File: config.mk
export PLATFORM = sky130hd
export DESIGN_NAME = ttl_74592_flat
export DESIGN_NICKNAME = d
export VERILOG_FILES = /design/src/rtl/ttl_74592_if.sv /design/src/rtl/ttl_74592_input_reg.sv /design/src/rtl/ttl_74592.sv /design/src/flat_wrapper.sv
export SDC_FILE = /design/constraint.sdc
export NUM_CORES = 1
export LEC_CHECK = 0
export BUFFER_PORTS_ARGS = -buffer_cell sky130_fd_sc_hd__buf_2
export CAP_MARGIN = 25
export CORE_MARGIN = 5
export CORE_UTILIZATION = 48
export DETAILED_ROUTE_END_ITERATION = 10
export PLACE_DENSITY = 0.86
export SLEW_MARGIN = 20
export SYNTH_ARGS = -nofsm -noshare
export SYNTH_HDL_FRONTEND = slang
export SYNTH_SLANG_ARGS = --single-unit --ignore-timing --ignore-initial --compat-mode --unroll-limit 50000
File: constraint.sdc
create_clock -name Clk -period 1.55 [get_ports Clk]
set_input_delay 0.2325 -clock Clk [delete_from_list [all_inputs] [get_ports Clk]]
set_output_delay 0.2325 -clock Clk [all_outputs]
set_load 0.02 [all_outputs]
File: src/rtl/ttl_74592_if.sv
// Counter-side signal bundle of the ttl_74592: preload/control inputs and Q/RCO_bar outputs.
// Down exists only when TTL_74592_DOWN_COUNT_EN is defined.
interface ttl_74592_if #(
    parameter int WIDTH = 8
);
    logic             RCK_EN;
    logic [WIDTH-1:0] D;
    logic             CCLR_bar;
    logic             CLOAD_bar;
    logic             CCKEN_bar;
`ifdef TTL_74592_DOWN_COUNT_EN
    logic             Down;
`endif
    logic             RCO_bar;
    logic [WIDTH-1:0] Q;

`ifdef TTL_74592_DOWN_COUNT_EN
    modport master (output RCK_EN, D, CCLR_bar, CLOAD_bar, CCKEN_bar, Down,
                    input  RCO_bar, Q);
    modport slave  (input  RCK_EN, D, CCLR_bar, CLOAD_bar, CCKEN_bar, Down,
                    output RCO_bar, Q);
`else
    modport master (output RCK_EN, D, CCLR_bar, CLOAD_bar, CCKEN_bar,
                    input  RCO_bar, Q);
    modport slave  (input  RCK_EN, D, CCLR_bar, CLOAD_bar, CCKEN_bar,
                    output RCO_bar, Q);
`endif
endinterface

File: src/rtl/ttl_74592_input_reg.sv
// Preload register R: stages the next start value while the counter runs.
module ttl_74592_input_reg #(
    parameter int WIDTH = 8
) (
    input  logic             Clk,
    input  logic             Clear,
    input  logic             RCK_EN,
    input  logic [WIDTH-1:0] D,
    output logic [WIDTH-1:0] R
);
    logic [WIDTH-1:0] r_q;
    logic [WIDTH-1:0] r_d;

    always_comb begin
        r_d = r_q;
        if (RCK_EN) r_d = D;
    end

    always_ff @(posedge Clk) begin
        if (Clear) r_q <= '0;
        else       r_q <= r_d;
    end

    assign R = r_q;
endmodule

File: src/rtl/ttl_74592.sv
// 8-bit synchronous binary counter with a separate preload register and ripple-carry output.
// Optional down-count mode (Down port) when TTL_74592_DOWN_COUNT_EN is defined.
module ttl_74592 #(
    parameter int WIDTH      = 8,
    parameter int DELAY_RISE = 0,
    parameter int DELAY_FALL = 0
) (
    input  logic          Clk,
    input  logic          Clear,
    ttl_74592_if.slave    bus
);
    logic [WIDTH-1:0] r_q;
    logic [WIDTH-1:0] c_q;
    logic [WIDTH-1:0] c_d;
    logic             down;
    logic             terminal;

    ttl_74592_input_reg #(.WIDTH(WIDTH)) u_in_reg (
        .Clk    (Clk),
        .Clear  (Clear),
        .RCK_EN (bus.RCK_EN),
        .D      (bus.D),
        .R      (r_q)
    );

`ifdef TTL_74592_DOWN_COUNT_EN
    assign down = bus.Down;
`else
    assign down = 1'b0;
`endif

    // Counter clear beats transfer beats count; transfer takes the pre-edge R.
    always_comb begin
        c_d = c_q;
        if (!bus.CCLR_bar)       c_d = '0;
        else if (!bus.CLOAD_bar) c_d = r_q;
        else if (!bus.CCKEN_bar) c_d = down ? c_q - WIDTH'(1) : c_q + WIDTH'(1);
    end

    always_ff @(posedge Clk) begin
        if (Clear) c_q <= '0;
        else       c_q <= c_d;
    end

    // Ripple carry flags the terminal count regardless of count enable.
    assign terminal = down ? (c_q == '0) : (c_q == {WIDTH{1'b1}});

    assign #(DELAY_RISE, DELAY_FALL) bus.Q       = c_q;
    assign #(DELAY_RISE, DELAY_FALL) bus.RCO_bar = ~terminal;
endmodule

File: src/flat_wrapper.sv
// flat-port wrapper written by rule: the top's interface ports become plain ports
module ttl_74592_flat 
#(
    parameter int WIDTH      = 8,
    parameter int DELAY_RISE = 0,
    parameter int DELAY_FALL = 0
)
  (Clk, Clear, bus_RCK_EN, bus_D, bus_CCLR_bar, bus_CLOAD_bar, bus_CCKEN_bar, bus_RCO_bar, bus_Q);
  ttl_74592_if #(.WIDTH(WIDTH)) bus_i ();
  input  logic Clk;
  input  logic Clear;
  input wire logic [$bits(bus_i.RCK_EN)-1:0] bus_RCK_EN;
  input wire logic [$bits(bus_i.D)-1:0] bus_D;
  input wire logic [$bits(bus_i.CCLR_bar)-1:0] bus_CCLR_bar;
  input wire logic [$bits(bus_i.CLOAD_bar)-1:0] bus_CLOAD_bar;
  input wire logic [$bits(bus_i.CCKEN_bar)-1:0] bus_CCKEN_bar;
  output wire logic [$bits(bus_i.RCO_bar)-1:0] bus_RCO_bar;
  output wire logic [$bits(bus_i.Q)-1:0] bus_Q;
  assign bus_i.RCK_EN = bus_RCK_EN;
  assign bus_i.D = bus_D;
  assign bus_i.CCLR_bar = bus_CCLR_bar;
  assign bus_i.CLOAD_bar = bus_CLOAD_bar;
  assign bus_i.CCKEN_bar = bus_CCKEN_bar;
  assign bus_RCO_bar = bus_i.RCO_bar;
  assign bus_Q = bus_i.Q;
  ttl_74592 #(.WIDTH(WIDTH), .DELAY_RISE(DELAY_RISE), .DELAY_FALL(DELAY_FALL)) u_core (.Clk(Clk), .Clear(Clear), .bus(bus_i));
endmodule
[After elaboration in Yosys (flattened, before gate mapping)]
Cells that the tools add are included.
Word-level totals
  register bits after elaboration: 16
  input port bits: 14
  output and inout bits: 9
  word-level logic and storage cells: 10
Cells by class
  add/sub/neg operators: 1
  equal/unequal tests: 2
  mux-type cells: 2
  bitwise gates (word level): 2
  reductions and logical operators: 1
Operators with widths (count)
  2-to-1 mux 8 bit: 2
  adder 8 x 1 -> 8 bit (second input constant): 1
  equality test 8 bit (second input constant): 1
  != test 2 bit (second input constant): 1
  inverter 1 bit: 2
  OR reduction 2 bit: 1

[Depth between registers and ports, before layout]
Gate-level depths: netlist of run 1.
  depth after elaboration: 3
  gate-level depth with buffers: 4
  gate-level depth less buffers: 4

[By module]
A second synthesis of run 1 with hierarchy kept.
Unflattened totals
  cells, all modules: 79
  area, all modules: 755.7 µm²
Modules (own cells, without submodules)
  ttl_74592: instances 1, cells each 53, area an instance 470.5 µm², seq. area each 160.2 µm²
  ttl_74592_input_reg: instances 1, cells each 26, area an instance 285.3 µm², seq. area each 160.2 µm²

[Worst setup path before layout of run 1]
Ideal clock, no wire load.
  path type: reg-to-output
  start point: register u_core.c_q[0] (netlist: u_core.bus.Q[0])
  end point: output bus_RCO_bar
  arrival time: 1.255 ns
  data required time: 1.317 ns
  path slack: 0.063 ns
  cell stages (with the launch flop): 4
  buffers on the path: 0
  cell sequence: dfxtp_1 ha_1 nand3_1 or2_1
On the way
  word-level cells in the longest chain between the ends: 2
RTL lines
  start, declared: line ttl_74592.sv:13  | logic [WIDTH-1:0] c_q;
  start signal, assigned: line ttl_74592.sv:41  | if (Clear) c_q <= '0;
  start signal, assigned: line ttl_74592.sv:42  | else c_q <= c_d;
  equality test 8 bit: line ttl_74592.sv:46  | assign terminal = down ? (c_q == '0) : (c_q == {WIDTH{1'b1}});
  inverter 1 bit: line ttl_74592.sv:49  | assign #(DELAY_RISE, DELAY_FALL) bus.RCO_bar = ~terminal;
  end, declared: line flat_wrapper.sv:17  | output wire logic [$bits(bus_i.RCO_bar)-1:0] bus_RCO_bar;
No other way between the ends.

[Final worst setup path of run 1]
  start point: register u_core.c_q[4] (netlist: u_core.bus.Q[4])
  end point: output bus_RCO_bar
Same word-level chain as after synthesis.

==> impl_metrics.csv, run 1 <==
group,metric,value,unit
place,dpl_cell_area,887,sq um
synthesis,synth_top_cell_by_area,"dfxtp_1",
die,std_cell_rows,14,
setup_path,arrival,1.24,ns
synthesis,ys_async_sr_fraction,0,
timing,slew_violations,0,
clocking,holdBufCountCts,0,
grt,use_met2,0.231,
grt,top_usage_layer,"met2",
setup_path,worst-setup-path-type,"flop to primary output",
place,portBuffers,22,
drt,drc,0,
timing,setup_violations,0,
die,core,1510,sq um
cells_and_area,antenna_cells,0,
cells_and_area,multi_input_area,434,sq um
synthesis,yosys.area.top_type_share,0.420,
setup_path,cp-start-kind,"flop",
power_and_ir_drop,total_power,0.767,mW
setup_path,crit_fanout,5,
cells_and_area,layout.nets,120,
timing,fin_tns_setup,0,ns
synthesis,netlist_instances,80,
cells_and_area,drive_above_1_share,0.350,
clocking,clock_latency,0.28,ns
synthesis,netlist_area,762,sq um
grt,grt_pass1_wl,2690,um
setup_path,worstSetupEndpointType,"primary output",
die,num_io_pins,23,
clocking,cts-root-buf,"clkbuf_4",
clocking,cts.sinks,16,
cells_and_area,stdcell_count,119,
synthesis,synth.area.top_cells,"dfxtp_1 (42%), mux2i_1 (13%), nor2_1 (5.4%), a31oi_1 (3.3%), nand2_8 (2.6%)",
run,drv_cap,0,
power_and_ir_drop,ir_drop,0.000570,V
timing,fmax,679,MHz
place,place_hpwl,1280,um
cells_and_area,area_delta_synth_final,22.7,%
clocking,htreeDepth,1,
grt,grt_use_total,0.141,
timing,worst_pin_slew,0.260,ns
timing,whs,0.184,ns
synthesis,ys_warn_count,0,
grt,antenna_found_initial,0,
grt,grt_start_max_net_pins,17,
power_and_ir_drop,power.density,821,nW/um^2
grt,gr-usage-met1,0.170,
clocking,cts_tree,"built",
synthesis,synth.most_common_cell,"dfxtp_1",
place,dp_cells,115,
status,status,"finished, final reports clean",
synthesis,synth_cell_type_count,30,
drt,initialDrtViolationCount,14,
drt,ant_nets,0,
die,start_util,0.506,
synthesis,synth_seq_cells,16,
grt,grt_pass1_vias,628,
timing,period_share,0.951,
synthesis,synth-edff-count,0,
drt,vias_per_cell,5.52,
drt,dr.pass1.iters,4,
timing,rsz0062_at_grt,"no",
drt,wl_per_cell,14.0,um
synthesis,synthFlopType,"dfxtp_1",
cells_and_area,regArea,325,sq um
timing,finClkSkew,0.00457,ns
synthesis,syn_nets,95,
timing,relSlewSlack,0.827,
die,die_y,49.8,um
synthesis,yosys-top-cells-count,"dfxtp_1 (16), nor2_1 (11), mux2i_1 (10)",
min_path,holdCritPathClass,"input pin to flop",
clocking,cts_inserted_buffers,3,
drt,vias,657,
synthesis,avgSynthCellArea,9.52,sq um
timing,finalHoldViolations,0,
clocking,clockBufferDepth,2,
grt,grt_remaining_overflow,0,
synthesis,synth_sequential_area_ratio,0.420,
die,chipWidth,49.8,um
cells_and_area,fillCellCount,135,
setup_path,crit_required,1.32,ns
grt,met3_usage,0.0331,
place,place_congestion,0.755,
clocking,clk_pin_slew,0.09,ns
cells_and_area,final_area,935,sq um
power_and_ir_drop,leakagePower,0.392,nW
setup_path,rrSetupSlack,0.33,ns
timing,finalCriticalPeriod,1.47,ns
drt,wl,1670,um
die,fp.dieArea,2480,sq um
## critical path, cell delays in order (launching register included)
cell and delay, ns:
dfxtp_1 0.40, nand4_1 0.16, or2_1 0.25, buf_2 0.16
## power by group
part / internal [mW] / total [mW] / leakage, nW / switching [mW]
Sequential: 0.431 / 0.446 / 0.133 / 0.0150
Combinational: 0.0484 / 0.107 / 0.246 / 0.0586
Clock: 0.0900 / 0.214 / 0.0138 / 0.124
## layout make-up
class,instances,share of cell area
Multi-Input combinational cell,59,0.465
Clock buffer,3,0.0241
Tap cell,16,0.0214
Timing Repair Buffer,25,0.142
Sequential cell,16,0.348
## layer usage
metal | wire length (um) | share of wire | vias up
met5 | 0 | 0 | -
met4 | 29 | 0.017 | 0
met3 | 102 | 0.061 | 2
met2 | 816 | 0.49 | 21
met1 | 718 | 0.43 | 298
li1 | - | - | 336
## repair_timing
action                                 4_1_cts  5_1_grt
pin swaps                                    0        1
endpoints found under the hold margin        0        0
gates resized for setup                      3        3
cloned                                       0        0
setup buffers                                0        1
setup endpoints to repair                    1        1
## registers in the layout (all words and copies together) (netlist names)
| signal | count |
|---|---|
| u_core.bus.Q | 8 |
| u_core.u_in_reg.R | 8 |
## cell usage in the layout, fill, tap and decap left out, types with 2 or more instances in the layout
| cell | synthesis | routed |
|---|---|---|
| or3_1 | 2 | 2 |
| nor2_1 | 11 | 11 |
| buf_4 | 0 | 3 |
| nand3_1 | 2 | 2 |
| xor2_1 | 2 | 2 |
| buf_2 | 1 | 22 |
| a31oi_1 | 4 | 4 |
| nor2b_1 | 2 | 2 |
| a211oi_1 | 2 | 2 |
| clkbuf_4 | 0 | 3 |
| o21ai_0 | 3 | 3 |
| o21ai_1 | 3 | 3 |
| mux2i_1 | 10 | 10 |
| dfxtp_1 | 16 | 12 |
| nand2b_1 | 2 | 2 |
| dfxtp_2 | 0 | 4 |
## kinds of logic (layout without fill, tap and decap cells)
family	Yosys count	in the layout	synth area share
buf+inv	5	28	0.0263
xor+xnor	3	3	0.0345
simple gates	29	29	0.241
mux	10	10	0.131
compound gates	16	16	0.130
fa+ha+maj	1	1	0.0164
flops	16	16	0.420
## through the flow
| step | utilization | setup slack (ns) |
|---|---|---|
| after floorplan | - | 0.0626 |
| after global placement | 0.589 | 0.337 |
| after detailed placement | 0.589 | 0.299 |
| after CTS | 0.607 | 0.0189 |
| after global routing | 0.620 | 0.00306 |
| final | 0.620 | 0.0765 |
## final timing paths
| check | startpoint | to | cells after the start |
|---|---|---|---|
| worst min-delay path | bus_D[0] | u_core.u_in_reg.R[0] | 3 |
| worst min register to register | u_core.u_in_reg.R[6] | u_core.u_in_reg.R[6] | 2 |
| worst max register to register | u_core.bus.Q[0] | u_core.bus.Q[5] | 4 |
| worst max-delay path | u_core.bus.Q[4] | bus_RCO_bar | 3 |
Power figures use the tool's default switching activity.
==> run 2: changes to the inputs <==
PLACE_DENSITY = 0.75   (was 0.86)
==> impl_metrics.csv, run 2 (synthesized netlist as in run 1, its figures left out) <==
group,metric,value,unit
power_and_ir_drop,ir_drop,0.000421,V
timing,fin_tns_setup,0,ns
cells_and_area,antenna_cells,0,
cells_and_area,final_cell_mix,"buf_2 (22), dfxtp_1 (12), nor2_1 (11)",
setup_path,r2r_cells,5,
clocking,htreeDepth,1,
timing,worst_pin_slew,0.282,ns
setup_path,critPathMaxStageDelay,0.35,ns
drt,wl,1650,um
drt,vias,666,
drt,wl_met2,796,um
die,chipWidth,49.8,um
timing,slew_violations,0,
die,num_io_pins,23,
timing,finalHoldViolations,0,
timing,finClkSkew,0.00733,ns
timing,period_share,0.974,
power_and_ir_drop,power.density,870,nW/um^2
clocking,clockBufferDepth,2,
cells_and_area,fillCellCount,143,
grt,grt_start_max_net_pins,17,
setup_path,worstSetupEndpointType,"primary output",
drt,wl_met1,745,um
timing,setup_violations,0,
cells_and_area,multi_input_area,424,sq um
setup_path,crit_required,1.32,ns
setup_path,cp_cell_sequence,"ha_2, nand3_1, or2_1, buf_2",
place,portBuffers,22,
setup_path,reg2reg_from,"u_core.bus.Q[2]",
setup_path,crit_start,"u_core.bus.Q[0]",
setup_path,cp-start-kind,"flop",
clocking,cts_inserted_buffers,3,
drt,initialDrtViolationCount,4,
die,std_cell_rows,14,
drt,dr.pass1.iters,4,
grt,antenna_found_initial,0,
place,place_hpwl,1210,um
power_and_ir_drop,leakagePower,0.409,nW
setup_path,crit_path_top_delay_cell,"dfxtp_1",
grt,grt_pass1_vias,621,
setup_path,crit_fanout,2,
grt,grt_pass1_wl,2630,um
setup_path,worst-setup-path-type,"flop to primary output",
cells_and_area,drive_above_1_share,0.368,
clocking,cts_tree,"built",
drt,drc,0,
timing,finalCriticalPeriod,1.51,ns
cells_and_area,post-route-util,0.633,
min_path,holdCritPathClass,"input pin to flop",
clocking,clock_latency,0.29,ns
timing,relSlewSlack,0.812,
clocking,cts-root-buf,"clkbuf_4",
drt,dr.max_layer_used,"met4",
cells_and_area,regArea,325,sq um
drt,wl_met3,92,um
drt,ant_nets,0,
setup_path,rrSetupSlack,0.28,ns
setup_path,arrival,1.28,ns
drt,wl_per_cell,13.5,um
drt,vias_per_cell,5.46,
die,start_util,0.506,
die,die_y,49.8,um
grt,grt_remaining_overflow,0,
run,drv_cap,0,
cells_and_area,layout_commonest_cell,"buf_2",
status,status,"finished, final reports clean",
clocking,clk_pin_slew,0.10,ns
timing,fmax,662,MHz
place,place_congestion,0.886,
die,fp.dieArea,2480,sq um
cells_and_area,area_delta_synth_final,25.1,%
setup_path,reg2reg_to,"u_core.bus.Q[7]",
setup_path,cp-endpoint,"bus_RCO_bar",
grt,grt_use_total,0.136,
cells_and_area,layout.nets,122,
die,core,1510,sq um
clocking,cts.sinks,16,
[run 2: cell count changes in the layout (fill, tap and decap cells not counted), sizes merged]
| cell | delta |
|---|---|
| buf | +2 |
| clkbuf | +1 |
[run 2: what timing repair did]
action,CTS,global route
buffers inserted,0,3
pin swaps,0,2
resized for setup,3,2
hold buffers,0,0
endpoints found under the setup margin,1,1
gates cloned,0,0
[run 2: per-stage QoR]
step | instance area (sq um) | instances | setup WS, ns | total power, mW | hold WS (ns)
floorplan | 762 | 80 | 0.0626 | 0.522 | 0.379
global placement | 887 | 115 | 0.325 | 0.556 | 0.463
detailed placement | 887 | 115 | 0.302 | 0.559 | 0.473
CTS | 928 | 119 | 0.0178 | 0.831 | 0.176
global route | 953 | 122 | -0.0161 | 0.868 | 0.187
finish | 953 | 122 | 0.0401 | 0.830 | 0.175
[run 2: area by class of cell]
| type | instances | share of cell area |
|---|---|---|
| clock buffers | 4 | 0.0381 |
| multi-input cells | 59 | 0.445 |
| flip-flops and latches | 16 | 0.341 |
| well taps | 16 | 0.0210 |
| repair buffers | 27 | 0.155 |
[run 2: how the worst min path moves through the flow]
stage / startpoint / to / depth (start not counted)
after floorplan: bus_D[7] / u_core.u_in_reg.R[7] / 2
after global placement: bus_D[0] / u_core.u_in_reg.R[0] / 3
after detailed placement: bus_D[2] / u_core.u_in_reg.R[2] / 3
after CTS: bus_D[4] / u_core.u_in_reg.R[4] / 3
after global routing: bus_D[0] / u_core.u_in_reg.R[0] / 3
final: bus_D[3] / u_core.u_in_reg.R[3] / 3
[run 2: routing by layer]
layer | global-route usage | vias to the layer above
li1 | - | 339
met1 | 0.160 | 313
met2 | 0.218 | 12
met3 | 0.0452 | 2
met4 | 0.0655 | 0
met5 | 0 | -
[run 2: worst max-delay path: cells and delay by family (launching register included)]
family	cells	cell delay (ns)
fa+ha+maj	1	0.19
buf+inv	1	0.16
flops	1	0.35
simple gates	2	0.30
[run 2: where the power goes]
| group | internal, mW | switching, mW | total (mW) |
|---|---|---|---|
| Combinational | 0.0476 | 0.0580 | 0.106 |
| Clock | 0.143 | 0.136 | 0.279 |
| Sequential | 0.431 | 0.0139 | 0.445 |
